`config.mk`:
```
export PLATFORM = sky130hd
export DESIGN_NAME = egress_serializer_flat
export DESIGN_NICKNAME = d
export VERILOG_FILES = /design/src/rtl/egress_serializer_if.sv /design/src/rtl/egress_serializer.sv /design/src/flat_wrapper.sv
export SDC_FILE = /design/constraint.sdc
export NUM_CORES = 1
export LEC_CHECK = 0
export ABC_AREA = 1
export BUFFER_PORTS_ARGS = -buffer_cell sky130_fd_sc_hd__buf_2
export CORE_ASPECT_RATIO = 1.4
export CORE_UTILIZATION = 46
export CTS_CLUSTER_SIZE = 14
export DETAILED_ROUTE_END_ITERATION = 10
export PLACE_DENSITY_LB_ADDON = 0.1
export SLEW_MARGIN = 20
export SYNTH_ARGS = -nofsm -noshare
export SYNTH_HDL_FRONTEND = slang
export SYNTH_SLANG_ARGS = --single-unit
```
`constraint.sdc`:
```
create_clock -name clk -period 1.49 [get_ports clk]
set_input_delay 0.0745 -clock clk [delete_from_list [all_inputs] [get_ports clk]]
set_output_delay 0.0745 -clock clk [all_outputs]
set_load 0.02 [all_outputs]
```
`src/rtl/egress_serializer_if.sv`:
```
// Signal bundle between the router destination FIFO, the egress link and the serializer.
// The slave modport is the serializer side; the master modport is the FIFO/link side.
interface egress_serializer_if #(
  parameter int WIDTH     = 64,
  parameter int OUT_WIDTH = 16,
  parameter int CNT_WIDTH = 16
);
  logic [31:0]          cycle;
  logic [WIDTH-1:0]     data_in;
  logic                 empty;
  logic                 pop;
  logic                 out_valid;
  logic                 out_ready;
  logic [OUT_WIDTH-1:0] out_data;
  logic                 out_first;
  logic                 out_last;
  logic [CNT_WIDTH-1:0] word_count;
  logic [31:0]          last_pop_cycle;

  modport slave (
    input  cycle, data_in, empty, out_ready,
    output pop, out_valid, out_data, out_first, out_last, word_count, last_pop_cycle
  );

  modport master (
    output cycle, data_in, empty, out_ready,
    input  pop, out_valid, out_data, out_first, out_last, word_count, last_pop_cycle
  );
endinterface

```
`src/rtl/egress_serializer.sv`:
```
// Pops 64-bit words from a fall-through FIFO and emits them LSB-beat-first on a
// valid/ready link, refilling on the last-beat handshake so words stream without bubbles.
module egress_serializer #(
  parameter int WIDTH     = 64,
  parameter int OUT_WIDTH = 16,
  parameter int CNT_WIDTH = 16
) (
  input  logic                clk,
  input  logic                reset,
  egress_serializer_if.slave  io_bus
);
  localparam int RATIO = WIDTH / OUT_WIDTH;
  localparam int BW    = (RATIO > 1) ? $clog2(RATIO) : 1;
  localparam logic [BW-1:0] LAST_BEAT = BW'(RATIO - 1);

  typedef enum logic {S_IDLE = 1'b0, S_SEND = 1'b1} state_t;

  state_t               r_state;
  state_t               w_state_next;
  logic [WIDTH-1:0]     r_shreg;
  logic [BW-1:0]        r_beat_cnt;
  logic [CNT_WIDTH-1:0] r_word_count;
  logic [31:0]          r_last_pop_cycle;
  logic                 w_send;
  logic                 w_last_beat;
  logic                 w_hs;
  logic                 w_pop;

  assign w_send      = (r_state == S_SEND);
  assign w_last_beat = (r_beat_cnt == LAST_BEAT);
  assign w_hs        = w_send & io_bus.out_ready;

  always_ff @(posedge clk) begin
    if (reset) begin
      r_state <= S_IDLE;
    end else begin
      r_state <= w_state_next;
    end
  end

  // A refill is only allowed once the held word has no beats left after this cycle.
  always_comb begin
    w_state_next = r_state;
    w_pop        = 1'b0;
    case (r_state)
      S_IDLE: begin
        if (!io_bus.empty) begin
          w_pop        = 1'b1;
          w_state_next = S_SEND;
        end
      end
      S_SEND: begin
        if (w_hs && w_last_beat) begin
          if (!io_bus.empty) begin
            w_pop = 1'b1;
          end else begin
            w_state_next = S_IDLE;
          end
        end
      end
      default: w_state_next = S_IDLE;
    endcase
    if (reset) begin
      w_pop = 1'b0;
    end
  end

  always_ff @(posedge clk) begin
    if (reset) begin
      r_shreg          <= '0;
      r_beat_cnt       <= '0;
      r_word_count     <= '0;
      r_last_pop_cycle <= '0;
    end else begin
      if (w_pop) begin
        r_shreg          <= io_bus.data_in;
        r_beat_cnt       <= '0;
        r_last_pop_cycle <= io_bus.cycle;
      end else if (w_hs) begin
        r_shreg    <= r_shreg >> OUT_WIDTH;
        r_beat_cnt <= r_beat_cnt + 1'b1;
      end
      if (w_hs && w_last_beat) begin
        r_word_count <= r_word_count + 1'b1;
      end
    end
  end

  // Beat outputs depend on state only, so out_ready never reaches out_valid.
  always_comb begin
    io_bus.pop            = w_pop;
    io_bus.out_valid      = w_send;
    io_bus.out_data       = w_send ? r_shreg[OUT_WIDTH-1:0] : '0;
    io_bus.out_first      = w_send && (r_beat_cnt == '0);
    io_bus.out_last       = w_send && w_last_beat;
    io_bus.word_count     = r_word_count;
    io_bus.last_pop_cycle = r_last_pop_cycle;
  end
endmodule

```
`src/flat_wrapper.sv`:
```
// flat-port wrapper written by rule: the top's interface ports become plain ports
module egress_serializer_flat 
#(
  parameter int WIDTH     = 64,
  parameter int OUT_WIDTH = 16,
  parameter int CNT_WIDTH = 16
)
  (clk, reset, io_bus_cycle, io_bus_data_in, io_bus_empty, io_bus_out_ready, io_bus_pop, io_bus_out_valid, io_bus_out_data, io_bus_out_first, io_bus_out_last, io_bus_word_count, io_bus_last_pop_cycle);
  egress_serializer_if #(.WIDTH(WIDTH), .OUT_WIDTH(OUT_WIDTH), .CNT_WIDTH(CNT_WIDTH)) io_bus_i ();
  input  logic clk;
  input  logic reset;
  input wire logic [$bits(io_bus_i.cycle)-1:0] io_bus_cycle;
  input wire logic [$bits(io_bus_i.data_in)-1:0] io_bus_data_in;
  input wire logic [$bits(io_bus_i.empty)-1:0] io_bus_empty;
  input wire logic [$bits(io_bus_i.out_ready)-1:0] io_bus_out_ready;
  output wire logic [$bits(io_bus_i.pop)-1:0] io_bus_pop;
  output wire logic [$bits(io_bus_i.out_valid)-1:0] io_bus_out_valid;
  output wire logic [$bits(io_bus_i.out_data)-1:0] io_bus_out_data;
  output wire logic [$bits(io_bus_i.out_first)-1:0] io_bus_out_first;
  output wire logic [$bits(io_bus_i.out_last)-1:0] io_bus_out_last;
  output wire logic [$bits(io_bus_i.word_count)-1:0] io_bus_word_count;
  output wire logic [$bits(io_bus_i.last_pop_cycle)-1:0] io_bus_last_pop_cycle;
  assign io_bus_i.cycle = io_bus_cycle;
  assign io_bus_i.data_in = io_bus_data_in;
  assign io_bus_i.empty = io_bus_empty;
  assign io_bus_i.out_ready = io_bus_out_ready;
  assign io_bus_pop = io_bus_i.pop;
  assign io_bus_out_valid = io_bus_i.out_valid;
  assign io_bus_out_data = io_bus_i.out_data;
  assign io_bus_out_first = io_bus_i.out_first;
  assign io_bus_out_last = io_bus_i.out_last;
  assign io_bus_word_count = io_bus_i.word_count;
  assign io_bus_last_pop_cycle = io_bus_i.last_pop_cycle;
  egress_serializer #(.WIDTH(WIDTH), .OUT_WIDTH(OUT_WIDTH), .CNT_WIDTH(CNT_WIDTH)) u_core (.clk(clk), .reset(reset), .io_bus(io_bus_i));
endmodule
```
Yosys cells after proc, flatten, opt, wreduce, memory -nomap -nowiden
Index checks and enable logic that the tools add are counted.
{ "op_classes": {"eq_ne": 1, "n_bitwise": 2, "reduce_logical": 6, "n_mux": 9, "add_sub_neg": 2} }
{ "op_table": {"columns": ["operator", "count"], "rows": [
  ["64-bit two-way mux", 2],
  ["16-bit by 1-bit adder with 16-bit output, second input constant", 1],
  ["16-bit two-way mux", 1],
  ["1-bit two-way mux", 4],
  ["1-bit one-hot mux with 2 select lines", 2],
  ["1-bit logical AND", 3],
  ["2-bit by 1-bit adder with 2-bit output, second input constant", 1],
  ["2-bit == test, second input constant", 1],
  ["2-bit zero test", 1],
  ["2-bit nonzero test", 1],
  ["2-bit OR reduction", 1],
  ["1-bit AND", 1],
  ["1-bit inverter", 1]
]} }
{ "totals": {"elab_cells": 25, "ff_bits": 115, "inputBits": 100, "out_inout_bits": 68} }

Longest topological paths before layout
{ "logic_depth": {"depth_word": 6, "ltp_mapped": 9, "mapped_depth_nobuf": 8} }

Worst setup path before layout
Ideal clock, no wire load.
{ "synth_timing": {"path_type": "register to register", "from": "register u_core.r_state (netlist: u_core.io_bus.out_valid)", "to": "register u_core.r_shreg[10]", "setup_slack_ns": -0.026, "required_time_ns": 1.377, "n_path_buf": 2, "stages_incl_launch_ff": 8, "t_arrival_ns": 1.403, "period_less_slack_ns": 1.516, "setup_time_ns": 0.113, "cell_sequence": "dfxtp_1 nand3_2 nand2_2 nand3_2 buf_2 clkbuf_1 nor2_1 nor2_1"} }
{ "synth_between": {"elab_chain_cells": 6, "elab_cells_between_ends": 8, "cone_classes": "mux (4); bitwise (2); reduce/logical (2)"} }
{ "synth_rtl": {"columns": ["item", "line_no", "text"], "rows": [
  ["from (decl)", "egress_serializer.sv:18", "state_t r_state;"],
  ["from (signal assigned)", "egress_serializer.sv:37", "r_state <= w_state_next;"],
  ["1-bit AND", "egress_serializer.sv:31", "assign w_hs = w_send & io_bus.out_ready;"],
  ["1-bit logical AND", "egress_serializer.sv:53", "if (w_hs && w_last_beat) begin"],
  ["1-bit two-way mux", "egress_serializer.sv:53", null],
  ["1-bit one-hot mux with 2 select lines", "egress_serializer.sv:45", "case (r_state)"],
  ["1-bit two-way mux", "egress_serializer.sv:63", "if (reset) begin"],
  ["64-bit two-way mux or 2-bit nonzero test (tied branches)", null, null],
  ["to (signal assigned)", "egress_serializer.sv:76", "r_shreg <= io_bus.data_in;"],
  ["to (signal assigned)", "egress_serializer.sv:80", "r_shreg <= r_shreg >> OUT_WIDTH;"],
  ["to (decl)", "egress_serializer.sv:20", "logic [WIDTH-1:0] r_shreg;"]
]} }
Several ways; a longest one is shown, not always the timed one.
A chain may end at the register's enable or synchronous reset.

Worst setup path after layout
{ "layout_timing": {"from": "register u_core.r_beat_cnt[0]", "to": "output io_bus_pop"} }
{ "layout_between": {"elab_chain_cells": 5} }
{ "layout_rtl": {"columns": ["item", "line_no", "text"], "rows": [
  ["from (decl)", "egress_serializer.sv:21", "logic [BW-1:0] r_beat_cnt;"],
  ["from (signal assigned)", "egress_serializer.sv:81", "r_beat_cnt <= r_beat_cnt + 1'b1;"],
  ["2-bit == test", "egress_serializer.sv:30", "assign w_last_beat = (r_beat_cnt == LAST_BEAT);"],
  ["1-bit logical AND", "egress_serializer.sv:53", null],
  ["1-bit two-way mux", "egress_serializer.sv:53", null],
  ["1-bit one-hot mux with 2 select lines", "egress_serializer.sv:45", null],
  ["1-bit two-way mux", "egress_serializer.sv:63", null],
  ["to (decl)", "flat_wrapper.sv:16", "output wire logic [$bits(io_bus_i.pop)-1:0] io_bus_pop;"]
]} }
Every way passes these cells.

==> flow_summary.ini <==
[finish]
utilization = 0.7040
drive_gt1_frac = 0.2447
final_nets = 1131
nFillCells = 942
area_delta_synth_final_pct = 48.63
n_antenna_cell = 0

[cts]
insertion_delay_ps = 410
cts_root_buf = clkbuf_16
cts.sinks = 115
cts_buffer_depth = 2
path_clk_slew_ps = 50
cts_buffers = 17
cts_tree = yes
ctsHtreeMaxLevel = 4

[synthesis]
yosys.area.top_type_share = 0.4450
synth_edf_count = 0
synth-xor-area-share = 0.003386
syn_area_um2 = 5174
postSynthCellCount = 789
async_reset_ff_frac = 0
yosys.area.top_type = dfxtp_1
ys_ff_latch = 115
synth_most_common_cell = nand2_1
synthFlopType = dfxtp_1
synth_common_cells = nand2_1 (325), dfxtp_1 (115), inv_1 (76), nand3_1 (49), a21oi_1 (47)
synthSimpleGateAreaFrac = 0.3741
synth_compound_area_frac = 0.07110
ys_seq_area_frac = 0.4450
ys_warn_count = 0
synth_fa_ha_area_frac = 0.007255
synth_fp_nets = 892
syn_avg_cell_area_um2 = 6.557
synth_top_family_by_area = simple AND/OR/NAND/NOR gates
ys_types = 22
muxShareOfSynthArea = 0
synth_area_leaders = dfxtp_1 (44%), nand2_1 (24%), inv_1 (5.5%)

[sta]
layout_min_cycle_time_ps = 1470
setup_slack_ps = 20.23
worst_pin_slew_ps = 434.5
rsz0062_at_grt = true
fin_skew_ps = 9.630
maxSlewViolCount = 0
period_share = 0.9864
setup_viol = 0
final-hold-violation-count = 0
holdWs_ps = 38.09
max_freq_ghz = 0.6804
max-slew-margin-rel = 0.7103

[routing]
wl_per_cell_um = 12.62
initialDrtViolationCount = 255
vias = 5781
first_pass_iters = 4
vias_per_cell = 4.903
wirelength_um = 14880
ant_nets = 0
detail_route.drc_violations = 0

[worst_setup_path]
cp-end-kind = primary output
crit_chain = ha_4 > nand3_4 > nand2_4 > nand3_4 > inv_4 > buf_8 > buf_6
path_common_cell = nand3_4
start_kind = register
cp_slowest_cell = dfxtp_2
crit_path_max_incr_delay_ps = 350
cp_max_fo = 2
worstSetupPathType = register to primary output
critPathArrivalTime_ps = 1400
worstPathRequired_ps = 1420

[placement]
dp_hpwl_um = 9424
place_congestion = 0.8223
place_ws_ps = -65.63
port_buffers = 167

[global_routing]
grt.met3_usage = 0.06845
grt_pass1_wl_um = 23750
grt.met2_usage = 0.4418
top_usage_layer = met2
overflow = 0
met1_usage = 0.2858
grt_use_total = 0.2498
grt_pass1_vias = 5389
grt_max_degree = 44
antenna_found_initial = 0

[power_and_ir_drop]
combPwrFrac = 0.136
p_int_w = 0.006184
switching_power_w = 0.001988
peakVddDrop_mv = 0.8775
p_sw_frac = 0.2433
seqPwrFrac = 0.410
power.leakage_nw = 3.980
powerDensity_nw_per_um2 = 1063
p_clk_frac = 0.454

[job]
maxCapViolations = 0

[floorplan]
core_um2 = 10920
dieArea_um2 = 11680
rows = 45
start_util = 0.4737
chipWidth_um = 91.63
die_y_um = 127.5
io_pins = 168

[outcome]
status = finished, final reports clean

[hold_path]
hold_class = input pin to register
registers in the layout, indices dropped and copies added, names as in the netlist:
signal / flops
u_core.io_bus.word_count: 16
u_core.io_bus.out_valid: 1
u_core.r_shreg: 64
u_core.r_beat_cnt: 2
u_core.io_bus.last_pop_cycle: 32
cell usage in the layout (no fill, tap or decap), types with 22 or more instances in the layout:
| cell type | n |
|---|---|
| dlygate4sd3_1 | 65 |
| nand3_1 | 48 |
| nor2_1 | 42 |
| o21ai_0 | 22 |
| nand2_1 | 323 |
| dfxtp_1 | 112 |
| nand4_1 | 36 |
| a21oi_1 | 45 |
| buf_4 | 25 |
| buf_2 | 165 |
| inv_1 | 74 |
repair_timing:
action | CTS | global route
cloned | 0 | 3
buffers inserted | 6 | 1
hold endpoints to repair | 65 | 0
resized for setup | 11 | 18
setup endpoints to repair | 14 | 80
pin swaps | 2 | 2
hold buffers | 65 | 0
through the flow:
stage               area [um^2]  setup TNS [ps]  total power [W]  cells
floorplan                  5176               0         0.003933    789
global placement           6276               0         0.004288   1075
detailed placement         6276          -377.7         0.004310   1075
CTS                        7559          -6.612         0.008177   1175
global route               7690          -605.9         0.008509   1179
finish                     7690               0         0.008172   1179
area by class of cell:
| class | instances | area [um^2] | area share |
|---|---|---|---|
| clock inverters | 6 | 55.05 | 0.007159 |
| multi-input cells | 545 | 2426 | 0.3155 |
| flip-flops and latches | 115 | 2306 | 0.2999 |
| inverters | 79 | 299.0 | 0.03889 |
| repair buffers | 270 | 1939 | 0.2522 |
| well taps | 141 | 176.4 | 0.02294 |
| clock buffers | 23 | 488.0 | 0.06346 |
power by group through the flow:
stage	Clock (W)	Combinational (W)	Sequential, W
2_1_floorplan	0	0.000483	0.00345
3_3_place_gp	0	0.000891	0.00340
3_5_place_dp	0	0.000909	0.00340
4_1_cts	0.00378	0.00106	0.00334
5_1_grt	0.00392	0.00122	0.00336
6_report	0.00371	0.00111	0.00335
final timing paths:
path	slack [ps]	cells after the start	startpoint	end
min	40	5	io_bus_data_in[33]	u_core.r_shreg[33]
max	20	7	u_core.r_beat_cnt[0]	io_bus_pop
max reg2reg	60	10	u_core.r_beat_cnt[0]	u_core.io_bus.last_pop_cycle[2]
min reg2reg	440	2	u_core.io_bus.last_pop_cycle[7]	u_core.io_bus.last_pop_cycle[7]
worst max-delay path: cells and delay by family, from the launching register on:
kind                     cells  cell delay [ps]
flip-flops                   1              350
AND/OR/NAND/NOR              3              220
buffers and inverters        3              260
adder cells (fa/ha/maj)      1              150
per-layer routing:
layer | part of all wire | vias to the layer above | wire [um]
met5 | 0 | - | 0
met4 | 0.019 | 0 | 281
met3 | 0.058 | 27 | 862
met2 | 0.50 | 202 | 7400
met1 | 0.43 | 2597 | 6333
li1 | - | 2955 | -
cell families (layout without fill, tap and decap cells):
| kind of cell | Yosys count | in the layout |
|---|---|---|
| adder cells (fa/ha/maj) | 3 | 3 |
| buffers and inverters | 129 | 378 |
| flip-flops | 115 | 115 |
| XOR/XNOR | 2 | 2 |
| AO/OA/AOI/OAI | 73 | 73 |
| AND/OR/NAND/NOR | 467 | 467 |
Note: power is estimated with default switching activity, not from simulation.
